`src/rtl/md_pkg.sv`:
```
// Shared definitions for the multiply/divide sequencer: operation codes,
// FSM state encoding and the divide-by-zero result value.
package md_pkg;

  localparam int MD_WIDTH = 16;

  typedef enum logic [1:0] {
    MD_MULL = 2'b00,
    MD_MULH = 2'b01,
    MD_DIV  = 2'b10,
    MD_REM  = 2'b11
  } md_op_e;

  typedef enum logic [1:0] {
    ST_IDLE = 2'b00,
    ST_RUN  = 2'b01,
    ST_DONE = 2'b10
  } md_state_e;

  localparam logic [MD_WIDTH-1:0] DIV0_RESULT = 16'hFFFF;

endpackage

```
`src/rtl/md_step.sv`:
```
// One iteration of the sequencer: shift-add multiply step or restoring
// divide step. acc holds {upper, lower} = {product hi, lo} or {rem, quot}.
module md_step
  import md_pkg::*;
#(
  parameter int WIDTH = MD_WIDTH
) (
  input  md_op_e             i_op,
  input  logic [2*WIDTH-1:0] i_acc,
  input  logic [WIDTH-1:0]   i_opa,
  input  logic [WIDTH-1:0]   i_opb,
  output logic [2*WIDTH-1:0] o_acc,
  output logic [WIDTH-1:0]   o_opa,
  output logic [WIDTH-1:0]   o_opb
);

  logic [WIDTH:0] w_sum;
  logic [WIDTH:0] w_rem_sh;
  logic [WIDTH:0] w_diff;

  always_comb begin
    // NOTE: every output gets a default first so no path can infer a latch.
    o_acc    = i_acc;
    o_opa    = i_opa;
    o_opb    = i_opb;
    w_sum    = '0;
    w_rem_sh = '0;
    w_diff   = '0;
    if (!i_op[1]) begin
      // Multiplier bits are consumed LSB first; the carry becomes the new MSB.
      w_sum = {1'b0, i_acc[2*WIDTH-1:WIDTH]} + (i_opb[0] ? {1'b0, i_opa} : '0);
      o_acc = {w_sum, i_acc[WIDTH-1:1]};
      o_opb = i_opb >> 1;
    end else begin
      // Dividend bits enter the remainder MSB first; diff[WIDTH] is the borrow.
      w_rem_sh = {i_acc[2*WIDTH-1:WIDTH], i_opa[WIDTH-1]};
      w_diff   = w_rem_sh - {1'b0, i_opb};
      o_opa    = i_opa << 1;
      if (!w_diff[WIDTH]) o_acc = {w_diff[WIDTH-1:0], i_acc[WIDTH-2:0], 1'b1};
      else                o_acc = {w_rem_sh[WIDTH-1:0], i_acc[WIDTH-2:0], 1'b0};
    end
  end

endmodule

```
`src/rtl/md_seq.sv`:
```
// Multi-cycle unsigned multiply/divide sequencer beside the execute stage.
// Stalls the pipeline for WIDTH iterations and returns a one-cycle done pulse.
module md_seq
  import md_pkg::*;
#(
  parameter int WIDTH = MD_WIDTH
) (
  input  logic             clk,
  input  logic             rst,
  input  logic             start,
  input  logic [1:0]       op,
  input  logic [WIDTH-1:0] srcA,
  input  logic [WIDTH-1:0] srcB,
  input  logic             flush,
  output logic             stall,
  output logic             busy,
  output logic             done,
  output logic [WIDTH-1:0] result,
  output logic             err
);

  localparam int CW = $clog2(WIDTH);

  md_state_e          r_state;
  md_state_e          w_state_next;
  md_op_e             r_op;
  logic [CW-1:0]      r_count;
  logic [WIDTH-1:0]   r_opa;
  logic [WIDTH-1:0]   r_opb;
  logic [2*WIDTH-1:0] r_acc;
  logic [WIDTH-1:0]   r_result;
  logic               r_err;

  logic [2*WIDTH-1:0] w_acc_step;
  logic [WIDTH-1:0]   w_opa_step;
  logic [WIDTH-1:0]   w_opb_step;
  logic               w_open;
  logic               w_accept;
  logic               w_div0;
  logic               w_last;
  logic [WIDTH-1:0]   w_final;

  md_step #(.WIDTH(WIDTH)) u_step (
    .i_op  (r_op),
    .i_acc (r_acc),
    .i_opa (r_opa),
    .i_opb (r_opb),
    .o_acc (w_acc_step),
    .o_opa (w_opa_step),
    .o_opb (w_opb_step)
  );

  assign w_open   = (r_state == ST_IDLE) || (r_state == ST_DONE);
  assign w_accept = w_open && start && !flush;
  assign w_div0   = op[1] && (srcB == '0);
  assign w_last   = (r_count == CW'(WIDTH - 1));
  // Odd op codes (MULH, REM) take the upper half of the accumulator.
  assign w_final  = r_op[0] ? w_acc_step[2*WIDTH-1:WIDTH] : w_acc_step[WIDTH-1:0];

  always_comb begin
    w_state_next = r_state;
    case (r_state)
      ST_IDLE, ST_DONE: begin
        if (w_accept) w_state_next = w_div0 ? ST_DONE : ST_RUN;
        else          w_state_next = ST_IDLE;
      end
      ST_RUN: begin
        if (flush)       w_state_next = ST_IDLE;
        else if (w_last) w_state_next = ST_DONE;
      end
      default: w_state_next = ST_IDLE;
    endcase
  end

  // Stall is combinational so the requesting instruction holds in execute.
  assign stall  = (w_open && start) || (r_state == ST_RUN);
  assign busy   = (r_state == ST_RUN);
  assign done   = (r_state == ST_DONE);
  assign result = r_result;
  assign err    = r_err;

  always_ff @(posedge clk) begin
    if (!rst) r_state <= ST_IDLE;
    else      r_state <= w_state_next;
  end

  always_ff @(posedge clk) begin
    // NOTE: sequential state uses non-blocking assignments so every register
    // samples the pre-edge values regardless of statement order.
    if (!rst) begin
      r_op     <= MD_MULL;
      r_count  <= '0;
      r_opa    <= '0;
      r_opb    <= '0;
      r_acc    <= '0;
      r_result <= '0;
      r_err    <= 1'b0;
    end else if (w_accept) begin
      r_op    <= md_op_e'(op);
      r_opa   <= srcA;
      r_opb   <= srcB;
      r_acc   <= '0;
      r_count <= '0;
      r_err   <= w_div0;
      if (w_div0) r_result <= WIDTH'(DIV0_RESULT);
    end else if (r_state == ST_RUN && !flush) begin
      r_acc   <= w_acc_step;
      r_opa   <= w_opa_step;
      r_opb   <= w_opb_step;
      r_count <= r_count + 1'b1;
      if (w_last) r_result <= w_final;
    end
  end

endmodule
```
`config.mk`:
```
export PLATFORM = sky130hd
export DESIGN_NAME = md_seq
export DESIGN_NICKNAME = d
export VERILOG_FILES = /design/src/rtl/md_pkg.sv /design/src/rtl/md_step.sv /design/src/rtl/md_seq.sv
export SDC_FILE = /design/constraint.sdc
export NUM_CORES = 1
export LEC_CHECK = 0
export ABC_AREA = 1
export BUFFER_PORTS_ARGS = -buffer_cell sky130_fd_sc_hd__clkbuf_2
export CAP_MARGIN = 20
export CORE_MARGIN = 1
export CORE_UTILIZATION = 30
export CTS_BUF_LIST = sky130_fd_sc_hd__clkbuf_4 sky130_fd_sc_hd__clkbuf_8 sky130_fd_sc_hd__clkbuf_16
export DETAILED_ROUTE_END_ITERATION = 10
export GPL_TIMING_DRIVEN = 0
export PLACE_DENSITY_LB_ADDON = 0.12
export SLEW_MARGIN = 15
export SYNTH_ARGS = -nofsm -noshare
export SYNTH_HDL_FRONTEND = slang
export SYNTH_SLANG_ARGS = --single-unit
```
`constraint.sdc`:
```
create_clock -name clk -period 2.4 [get_ports clk]
set_input_delay 0.12 -clock clk [delete_from_list [all_inputs] [get_ports clk]]
set_output_delay 0.12 -clock clk [all_outputs]
set_load 0.01 [all_outputs]
```
# Word level (Yosys, flattened, before mapping)
# Cells that the tools add are included.
# W data, S select, Z words.
[totals]
latch_bits = 0
romBits = 0
reg_bits = 89
output_inout_bits = 20
input_bits = 38
memories = 0
ram_bits = 0
elab_cells = 54
[classes]
bitwise_logic = 1
div_mod_pow = 0
add_sub_neg = 3
shifts = 0
n_reduce_logical = 17
order_cmp = 0
multipliers = 0
mux = 19
eq_ne = 6
[ops]
columns = ["cell", "count"]
rows = [
  ["$mux W16", 12],
  ["$mux W32", 2],
  ["$add A16 B17 Y17", 1],
  ["$sub A17 B16 Y17", 1],
  ["$logic_not A16 Y1", 1],
  ["$mux W2", 4],
  ["$reduce_bool A2 Y1", 3],
  ["$add A4 B1 Y4 const B", 1],
  ["$eq A4 B4 Y1 const B", 1],
  ["$logic_and A1 B1 Y1", 4],
  ["$ne A2 B1 Y1 const B", 2],
  ["$pmux W2 S2", 1],
  ["$reduce_and A2 Y1", 2],
  ["$reduce_or A2 Y1", 2],
  ["$ne A3 B2 Y1 const B", 1],
  ["$reduce_and A3 Y1", 1],
  ["$eq A2 B1 Y1 const B", 1],
  ["$eq A2 B2 Y1 const B", 1],
  ["$logic_not A2 Y1", 1],
  ["$logic_or A1 B1 Y1", 2],
  ["$logic_not A1 Y1", 1],
  ["$not A1 Y1", 1],
]

# Longest topological paths before layout
# Gate-level depths: netlist of run 1.
[logic_depth]
depth_word = 7
mapped_depth = 19
ltp_nobuf = 18

# Cells and area by module
# From an unflattened synthesis of run 1, not the netlist that was laid out.
[unflattened]
cells_unflattened = 1138
area_unflattened_um2 = 6856.6
[by_module_without_submodules]
columns = ["mod", "n_inst", "seq_area_each_um2", "cells_each", "area_per_inst_um2"]
rows = [
  ["md_seq", 1, 1781.7, 524, 3751.1],
  ["md_step", 1, 0.0, 614, 3105.5],
]

# Least setup slack after synthesis of run 1
# No wires, ideal clock.
[synth_path]
path_type = "flip-flop to flip-flop"
from = "register r_opb[0]"
to = "register r_acc[23]"
path_buffers = 1
path_slack_ps = 151
setup_ps = 109
path_stages_with_launch = 16
arrival_ps = 2139
period_less_slack_ps = 2249
required_ps = 2291
path_cell_list = "dfxtp_1 -> clkbuf_1 -> nand2_1 -> inv_1 -> ha_1 -> fa_1 -> nand3_1 -> nand2_1 -> nand2_1 -> nand2_1 -> xor2_1 -> or2_2 -> nand2_1 -> nand2_1 -> nand2_1 -> inv_1"
[synth_via]
elab_chain_cells = 3
word_cells_on_any_way = 5
classes_between = "add/sub (2); mux (3)"
[synth_lines]
columns = ["item", "line_no", "rtl"]
rows = [
  ["from (decl)", "md_seq.sv:29", "logic [WIDTH-1:0] r_opb;"],
  ["from (signal assigned)", "md_seq.sv:101", "r_opb <= srcB;"],
  ["from (signal assigned)", "md_seq.sv:109", "r_opb <= w_opb_step;"],
  ["$mux W16 or $sub A17 B16 Y17 (tied branches)", "md_step.sv:31, md_step.sv:37", ""],
  ["$add A16 B17 Y17 or $mux W32 (tied branches)", "md_step.sv:31, md_step.sv:39", ""],
  ["$mux W32 (*)", "md_step.sv:29", "if (!i_op[1]) begin"],
  ["to (signal assigned)", "md_seq.sv:107", "r_acc <= w_acc_step;"],
  ["to (decl)", "md_seq.sv:30", "logic [2*WIDTH-1:0] r_acc;"],
]
# Every way passes the cells marked *; elsewhere a longest branch is shown, timed or not.
# A chain may end at the register's enable or synchronous reset.

# Worst setup path in the final report of run 1
[layout_path]
from = "register r_opb[0]"
to = "register r_result[2], in the netlist result[2]"
[layout_via]
elab_chain_cells = 7
word_cells_on_any_way = 9
classes_between = "add/sub (2); mux (7)"
[layout_lines]
columns = ["item", "line_no", "rtl"]
rows = [
  ["$mux W16 or $sub A17 B16 Y17 (tied branches)", "md_step.sv:31, md_step.sv:37", ""],
  ["$add A16 B17 Y17 or $mux W32 (tied branches)", "md_step.sv:31, md_step.sv:39", ""],
  ["$mux W32 (*)", "md_step.sv:29", ""],
  ["$mux W16 (*)", "md_seq.sv:58", "assign w_final = r_op[0] ? w_acc_step[2*WIDTH-1:WIDTH] : w_acc_step[WIDTH-1:0];"],
  ["$mux W16 (*)", "md_seq.sv:111", "if (w_last) r_result <= w_final;"],
  ["$mux W16 (*)", "md_seq.sv:106", "end else if (r_state == ST_RUN && !flush) begin"],
  ["$mux W16 (*)", "md_seq.sv:98", "end else if (w_accept) begin"],
  ["to (signal assigned)", "md_seq.sv:105", "if (w_div0) r_result <= WIDTH'(DIV0_RESULT);"],
  ["to (signal assigned)", "md_seq.sv:111", ""],
  ["to (decl)", "md_seq.sv:31", "logic [WIDTH-1:0] r_result;"],
]
# Every way passes the cells marked *; elsewhere a longest branch is shown, timed or not. The select of a mux whose other input is x is not followed.

==> impl_metrics.env, run 1 <==
export IMPL_outcome="finished clean"
export IMPL_hold_start="srcB[15]"
export IMPL_syn_area_per_cell_um2=6.28
export IMPL_cts_reportedPaths_clkPinSlew_ns=0.07
export IMPL_async_flop_share=0
export IMPL_dr_pass1_iters=5
export IMPL_min_to="r_opb[15]$_SDFFE_PN0P_"
export IMPL_syn_inst=1002
export IMPL_min_period_over_period=0.966
export IMPL_via_per_inst=4.72
export IMPL_numCtsBuffers=9
export IMPL_drtAntennaViolNets=0
export IMPL_grt_pass1_vias=6086
export IMPL_multiInputGateArea_mm2=0.00401
export IMPL_drcViolationCount=0
export IMPL_dieArea_mm2=0.0216
export IMPL_tritoncts="done"
export IMPL_p_leak_nw=3.75
export IMPL_ys_seq_area_frac=0.283
export IMPL_synth_distinct_cells=46
export IMPL_cts_sinks=89
export IMPL_core_area_mm2=0.0204
export IMPL_die_w_um=147
export IMPL_slew_violations=0
export IMPL_antenna_found_initial=0
export IMPL_finalPower_w=0.00421
export IMPL_hpwl_mm=16.5
export IMPL_ir_worst_vdd_mv=0.344
export IMPL_tightest_slew_ns=0.655
export IMPL_path_cells="ha_4 -> fa_2 -> inv_2 -> nand2_1 -> nand2_2 -> nand3_2 -> nand2_4 -> nand2_4 -> nand2_4 -> nand2_2 -> nand2_4 -> clkbuf_16 -> nand2_2 -> nand2_1 -> nand2_1 -> nand2_2 -> nand2_1 -> a21oi_2"
export IMPL_root_buffer="clkbuf_16"
export IMPL_worstSetupPathType="reg -> reg"
export IMPL_setup_viol_count_final=0
export IMPL_yosysTopAreaCell="dfxtp_1"
export IMPL_rsz0062_at_grt="yes"
export IMPL_r2r_setup_slack_ns=0.08
export IMPL_drive_gt1_frac=0.179
export IMPL_hold_class="in -> reg"
export IMPL_setup_tns_final_ns=0
export IMPL_die_h_um=147
export IMPL_cts_max_path_buffers=2
export IMPL_grt_max_degree=17
export IMPL_synth_ff_type="dfxtp_1"
export IMPL_drt_iter0_drc=409
export IMPL_gp_congestion=0.823
export IMPL_hold_viol=0
export IMPL_start_util=0.308
export IMPL_critPathArrivalTime_ns=2.61
export IMPL_skew_ns=0.00690
export IMPL_cp_max_fo=9
export IMPL_drv_cap=0
export IMPL_rows=52
export IMPL_fmax_ghz=0.431
export IMPL_syn_to_final_growth_pct=20.4
export IMPL_critPathMaxStageDelay_ns=0.39
export IMPL_yosys_area_top_type_share=0.283
export IMPL_cp_start_kind="register"
export IMPL_grt_usage=0.197
export IMPL_cp_required_ns=2.69
export IMPL_finalCriticalPeriod_ns=2.32
export IMPL_reg2reg_depth=18
export IMPL_grt_pass1_wl_mm=32.8
export IMPL_synth_fp_nets=1076
export IMPL_synth_seq_cells=89
export IMPL_cp_end_kind="register"
export IMPL_synth_edf_count=0
export IMPL_io_buffers=56
export IMPL_yosysWarnings=0
export IMPL_fin_nets=1151
export IMPL_n_antenna_cell=0
export IMPL_slew_headroom=0.563
export IMPL_syn_area_mm2=0.00629
export IMPL_via_count=6379
export IMPL_htreeDepth=3
export IMPL_r2r_start="r_opb[0]$_SDFFE_PN0P_"
export IMPL_cpMaxStageDelayCell="dfxtp_4"
export IMPL_wl_per_cell_um=15.3
export IMPL_hold_path_depth=3
export IMPL_register_area_mm2=0.00179
export IMPL_clk_insertion_delay_late_ns=0.35
export IMPL_pwr_density_cell_mw_per_mm2=555
export IMPL_grt_ovfl_total=0
export IMPL_io_pins=58
export IMPL_wl_mm=20.6
export IMPL_r2r_end="result[2]$_SDFFE_PN0P_"
export IMPL_fillers=2321
export IMPL_synth_area_top_cells="dfxtp_1 (28%), nand2_1 (18%), inv_1 (8.7%)"
==> critical path: cells and delay by family (launching register included) <==
family          cells  cell delay [ns]
compound gates      1             0.11
fa+ha+maj           2             0.55
buf+inv             2             0.24
flops               1             0.39
simple gates       13             0.98
==> layer usage <==
layer  wire length (µm)  track usage  vias up
li1                   -            -     3364
met1              10400        0.278     2891
met2               9310        0.318      113
met3                691       0.0239       11
met4                197       0.0458        0
met5                  0            0        -
==> cell type report <==
cell class | instances | area share
multi-input combinational | 722 | 0.529
sequential | 89 | 0.237
inverter | 153 | 0.0758
timing repair buffer | 65 | 0.0498
tap | 270 | 0.0446
clock buffer | 9 | 0.0297
buffer | 37 | 0.0256
clock inverter | 6 | 0.00908
==> state kept, by name, indices dropped and copies added (netlist names) <==
register  cells
err           1
r_acc        32
r_count       4
r_op          2
r_opa        16
r_opb        16
r_state       2
result       16
==> placed cells by master, fill, tap and decap left out, drive strengths merged, types with 10 or more instances in the layout <==
cell / count
buf: 19
nor2: 66
inv: 152
nor3: 10
nand2: 316
nand3: 43
o21ai: 87
ha: 34
a21oi: 82
clkbuf: 91
dfxtp: 89
a31oi: 18
==> repair_timing <==
item,CTS,global route
hold buffers,1,0
buffers inserted,1,5
resized for setup,14,60
setup endpoints to repair,33,33
pin swaps,1,12
hold endpoints to repair,1,0
cloned,0,2
==> worst max-delay path by stage <==
stage                                   endpoint                   start  slack, ns  depth (start not counted)
after floorplan           r_acc[23]$_SDFFE_PP0P_   r_opb[0]$_SDFFE_PN0P_       0.15                         15
after global placement    result[8]$_SDFFE_PN0P_   r_opb[0]$_SDFFE_PN0P_      -0.25                         12
after detailed placement  result[9]$_SDFFE_PN0P_   r_opb[0]$_SDFFE_PN0P_      -0.25                         15
after CTS                 result[3]$_SDFFE_PN0P_  r_opa[15]$_SDFFE_PN0P_       0.01                         19
after global routing      r_acc[23]$_SDFFE_PP0P_   r_opb[0]$_SDFFE_PN0P_      -0.05                         15
final                     result[2]$_SDFFE_PN0P_   r_opb[0]$_SDFFE_PN0P_       0.08                         18
==> stage by stage <==
stage,setup slack [ns],utilization,area (µm²),cells,hold slack (ns)
finish,0.0805,0.371,7580,1351,0.0155
global route,-0.0459,0.371,7580,1351,0.0259
CTS,0.0105,0.355,7260,1344,0.0109
detailed placement,-0.246,0.338,6910,1328,0.368
global placement,-0.247,0.338,6910,1328,0.365
floorplan,0.151,-,6290,1002,0.269
==> logic make-up (layout without fill, tap and decap cells) <==
logic type / after synthesis / after routing / share of synthesized area
AND/OR/NAND/NOR: 452 / 452 / 0.301
AO/OA/AOI/OAI: 217 / 217 / 0.194
buffers and inverters: 191 / 270 / 0.123
flip-flops: 89 / 89 / 0.283
adder cells (fa/ha/maj): 36 / 36 / 0.0739
XOR/XNOR: 9 / 9 / 0.0125
multiplexers: 8 / 8 / 0.0127
==> power by group <==
| part | leakage [nW] | switching (W) | internal (W) |
|---|---|---|---|
| clock network | 0.147 | 0.000658 | 0.000810 |
| logic | 2.88 | 0.000714 | 0.000430 |
| registers | 0.728 | 0.0000600 | 0.00154 |
| total | 3.75 | 0.00143 | 0.00278 |
==> Yosys cell counts, drive strengths merged (7+ instances only) <==
master and count:
nor2 66, nor3 10, mux2i 8, o21ai 87, xor2 7, a31oi 18, a21oi 82, buf 12
a21o 8, a311oi 7, nand3 43, clkbuf 26, inv 151, ha 34, nand2 316, dfxtp 89
o21bai 9
No activity file was read; power rests on OpenSTA's default activity.
==> inputs of run 2 (changes only) <==
==> constraint.sdc (replaced) <==
create_clock -name clk -period 2.4 [get_ports clk]
set_input_delay 0.48 -clock clk [delete_from_list [all_inputs] [get_ports clk]]
set_output_delay 0.48 -clock clk [all_outputs]
set_load 0.01 [all_outputs]
==> impl_metrics.env, run 2 (synthesis gave the netlist of run 1 again) <==
export IMPL_hold_class="in -> reg"
export IMPL_drt_met1_wl_mm=10.6
export IMPL_cp_start_kind="register"
export IMPL_wl_mm=20.7
export IMPL_regMostFlops="r_acc"
export IMPL_final_cells=1350
export IMPL_dr_wl_met3_um=569
export IMPL_cp_top_family="simple AND/OR/NAND/NOR gates"
export IMPL_dieArea_mm2=0.0216
export IMPL_pwr_density_cell_mw_per_mm2=556
export IMPL_core_area_mm2=0.0204
export IMPL_cts_sinks=89
export IMPL_p_leak_nw=3.75
export IMPL_setup_viol_count_final=0
export IMPL_cts_max_path_buffers=2
export IMPL_cp_required_ns=2.69
export IMPL_cp_max_fo=9
export IMPL_rows=52
export IMPL_largest_register_ffs=32
export IMPL_grt_pass1_wl_mm=32.8
export IMPL_grt_max_degree=17
export IMPL_path_buf_inv=2
export IMPL_n_antenna_cell=0
export IMPL_reg2reg_depth=18
export IMPL_worstSetupPathType="reg -> reg"
export IMPL_numCtsBuffers=9
export IMPL_die_w_um=147
export IMPL_final_common_cell="nand2_1"
export IMPL_drcViolationCount=0
export IMPL_skew_ns=0.00929
export IMPL_dp_cells=1328
export IMPL_finalCriticalPeriod_ns=2.31
export IMPL_fillers=2321
export IMPL_critPathMaxStageDelay_ns=0.39
export IMPL_ir_worst_vdd_mv=0.342
export IMPL_highest_layer="met4"
export IMPL_cp_end_kind="register"
export IMPL_slew_violations=0
export IMPL_slew_headroom=0.553
export IMPL_fmax_ghz=0.433
export IMPL_drive_gt1_frac=0.179
export IMPL_syn_to_final_growth_pct=20.3
export IMPL_setup_slack_ns=0.0886
export IMPL_via_per_inst=4.74
export IMPL_antenna_found_initial=0
export IMPL_place_ws_ns=-0.246
export IMPL_hpwl_mm=16.5
export IMPL_gp_congestion=0.823
export IMPL_htreeDepth=3
export IMPL_routed_wl_met2_mm=9.33
export IMPL_cts_hold_buf=0
export IMPL_critPathArrivalTime_ns=2.60
export IMPL_root_buffer="clkbuf_16"
export IMPL_io_pins=58
export IMPL_grt_usage=0.197
export IMPL_path_cells="ha_4 -> fa_2 -> inv_2 -> nand2_1 -> nand2_2 -> nand3_2 -> nand2_4 -> nand2_4 -> nand2_4 -> nand2_2 -> nand2_4 -> clkbuf_16 -> nand2_2 -> nand2_1 -> nand2_1 -> nand2_2 -> nand2_1 -> a21oi_2"
export IMPL_dr_pass1_iters=5
export IMPL_io_buffers=56
export IMPL_hold_path_depth=3
export IMPL_drv_cap=0
export IMPL_fin_nets=1150
export IMPL_register_area_mm2=0.00179
export IMPL_min_period_over_period=0.963
export IMPL_wl_per_cell_um=15.3
export IMPL_drt_iter0_drc=420
export IMPL_die_h_um=147
export IMPL_via_count=6399
export IMPL_grt_pass1_vias=6074
export IMPL_tightest_slew_ns=0.670
export IMPL_cpMaxStageDelayCell="dfxtp_4"
export IMPL_tritoncts="done"
export IMPL_cts_reportedPaths_clkPinSlew_ns=0.07
export IMPL_drtAntennaViolNets=0
export IMPL_outcome="finished clean"
export IMPL_setup_tns_final_ns=0
export IMPL_clk_insertion_delay_late_ns=0.35
export IMPL_rsz0062_at_grt="yes"
export IMPL_multiInputGateArea_mm2=0.00401
export IMPL_final_cell_mix="nand2_1 (281), inv_1 (143), dfxtp_1 (81)"
export IMPL_cp_depth=18
export IMPL_start_util=0.308
export IMPL_hold_viol=0
export IMPL_grt_ovfl_total=0
-- run 2: metal layers --
layer	GRT usage	vias up
met2	0.318	109
met5	0	-
li1	-	3371
met4	0.0458	0
met3	0.0239	10
met1	0.278	2909
-- run 2: path summary, 6_finish.rpt --
check / startpoint / to / slack, ns
setup / recovery: r_opb[0]$_SDFFE_PN0P_ / result[2]$_SDFFE_PN0P_ / 0.09
hold / removal: srcA[0] / r_opa[0]$_SDFFE_PN0P_ / 0.36
setup reg to reg: r_opb[0]$_SDFFE_PN0P_ / result[2]$_SDFFE_PN0P_ / 0.09
hold reg to reg: r_count[3]$_SDFFE_PP0P_ / r_count[3]$_SDFFE_PP0P_ / 0.47
-- run 2: area by class of cell --
class | count | share of cell area
multi-input combinational | 722 | 0.529
tap | 270 | 0.0446
inverter | 153 | 0.0759
clock inverter | 6 | 0.00909
sequential | 89 | 0.237
timing repair buffer | 64 | 0.0486
clock buffer | 9 | 0.0297
buffer | 37 | 0.0256
-- run 2: tightest hold or removal path: stages --
cell      delay [ns]
clkbuf_2        0.08
nand2_1         0.05
a21oi_1         0.06
-- run 2: where the power goes --
group / switching, W / internal, W / total (W) / leakage (nW)
logic: 0.000714 / 0.000429 / 0.00114 / 2.87
clock network: 0.000659 / 0.000810 / 0.00147 / 0.147
registers: 0.0000603 / 0.00154 / 0.00160 / 0.728
total: 0.00143 / 0.00278 / 0.00421 / 3.75
-- run 2: stage by stage --
stage | util | power [W] | hold WS, ns | area, µm²
after global routing | 0.371 | 0.00446 | 0.386 | 7570
after floorplan | - | 0.00236 | 0.439 | 6290
final | 0.371 | 0.00421 | 0.363 | 7570
after detailed placement | 0.338 | 0.00265 | 0.458 | 6910
after global placement | 0.338 | 0.00265 | 0.452 | 6910
after CTS | 0.355 | 0.00413 | 0.358 | 7250
-- run 2: timing repair --
action                                 4_1_cts  5_1_grt
setup endpoints to repair                   33       33
gates resized for setup                     14       60
gates cloned                                 0        2
pin swaps                                    1       12
buffers inserted                             1        5
endpoints found under the hold margin        0        0
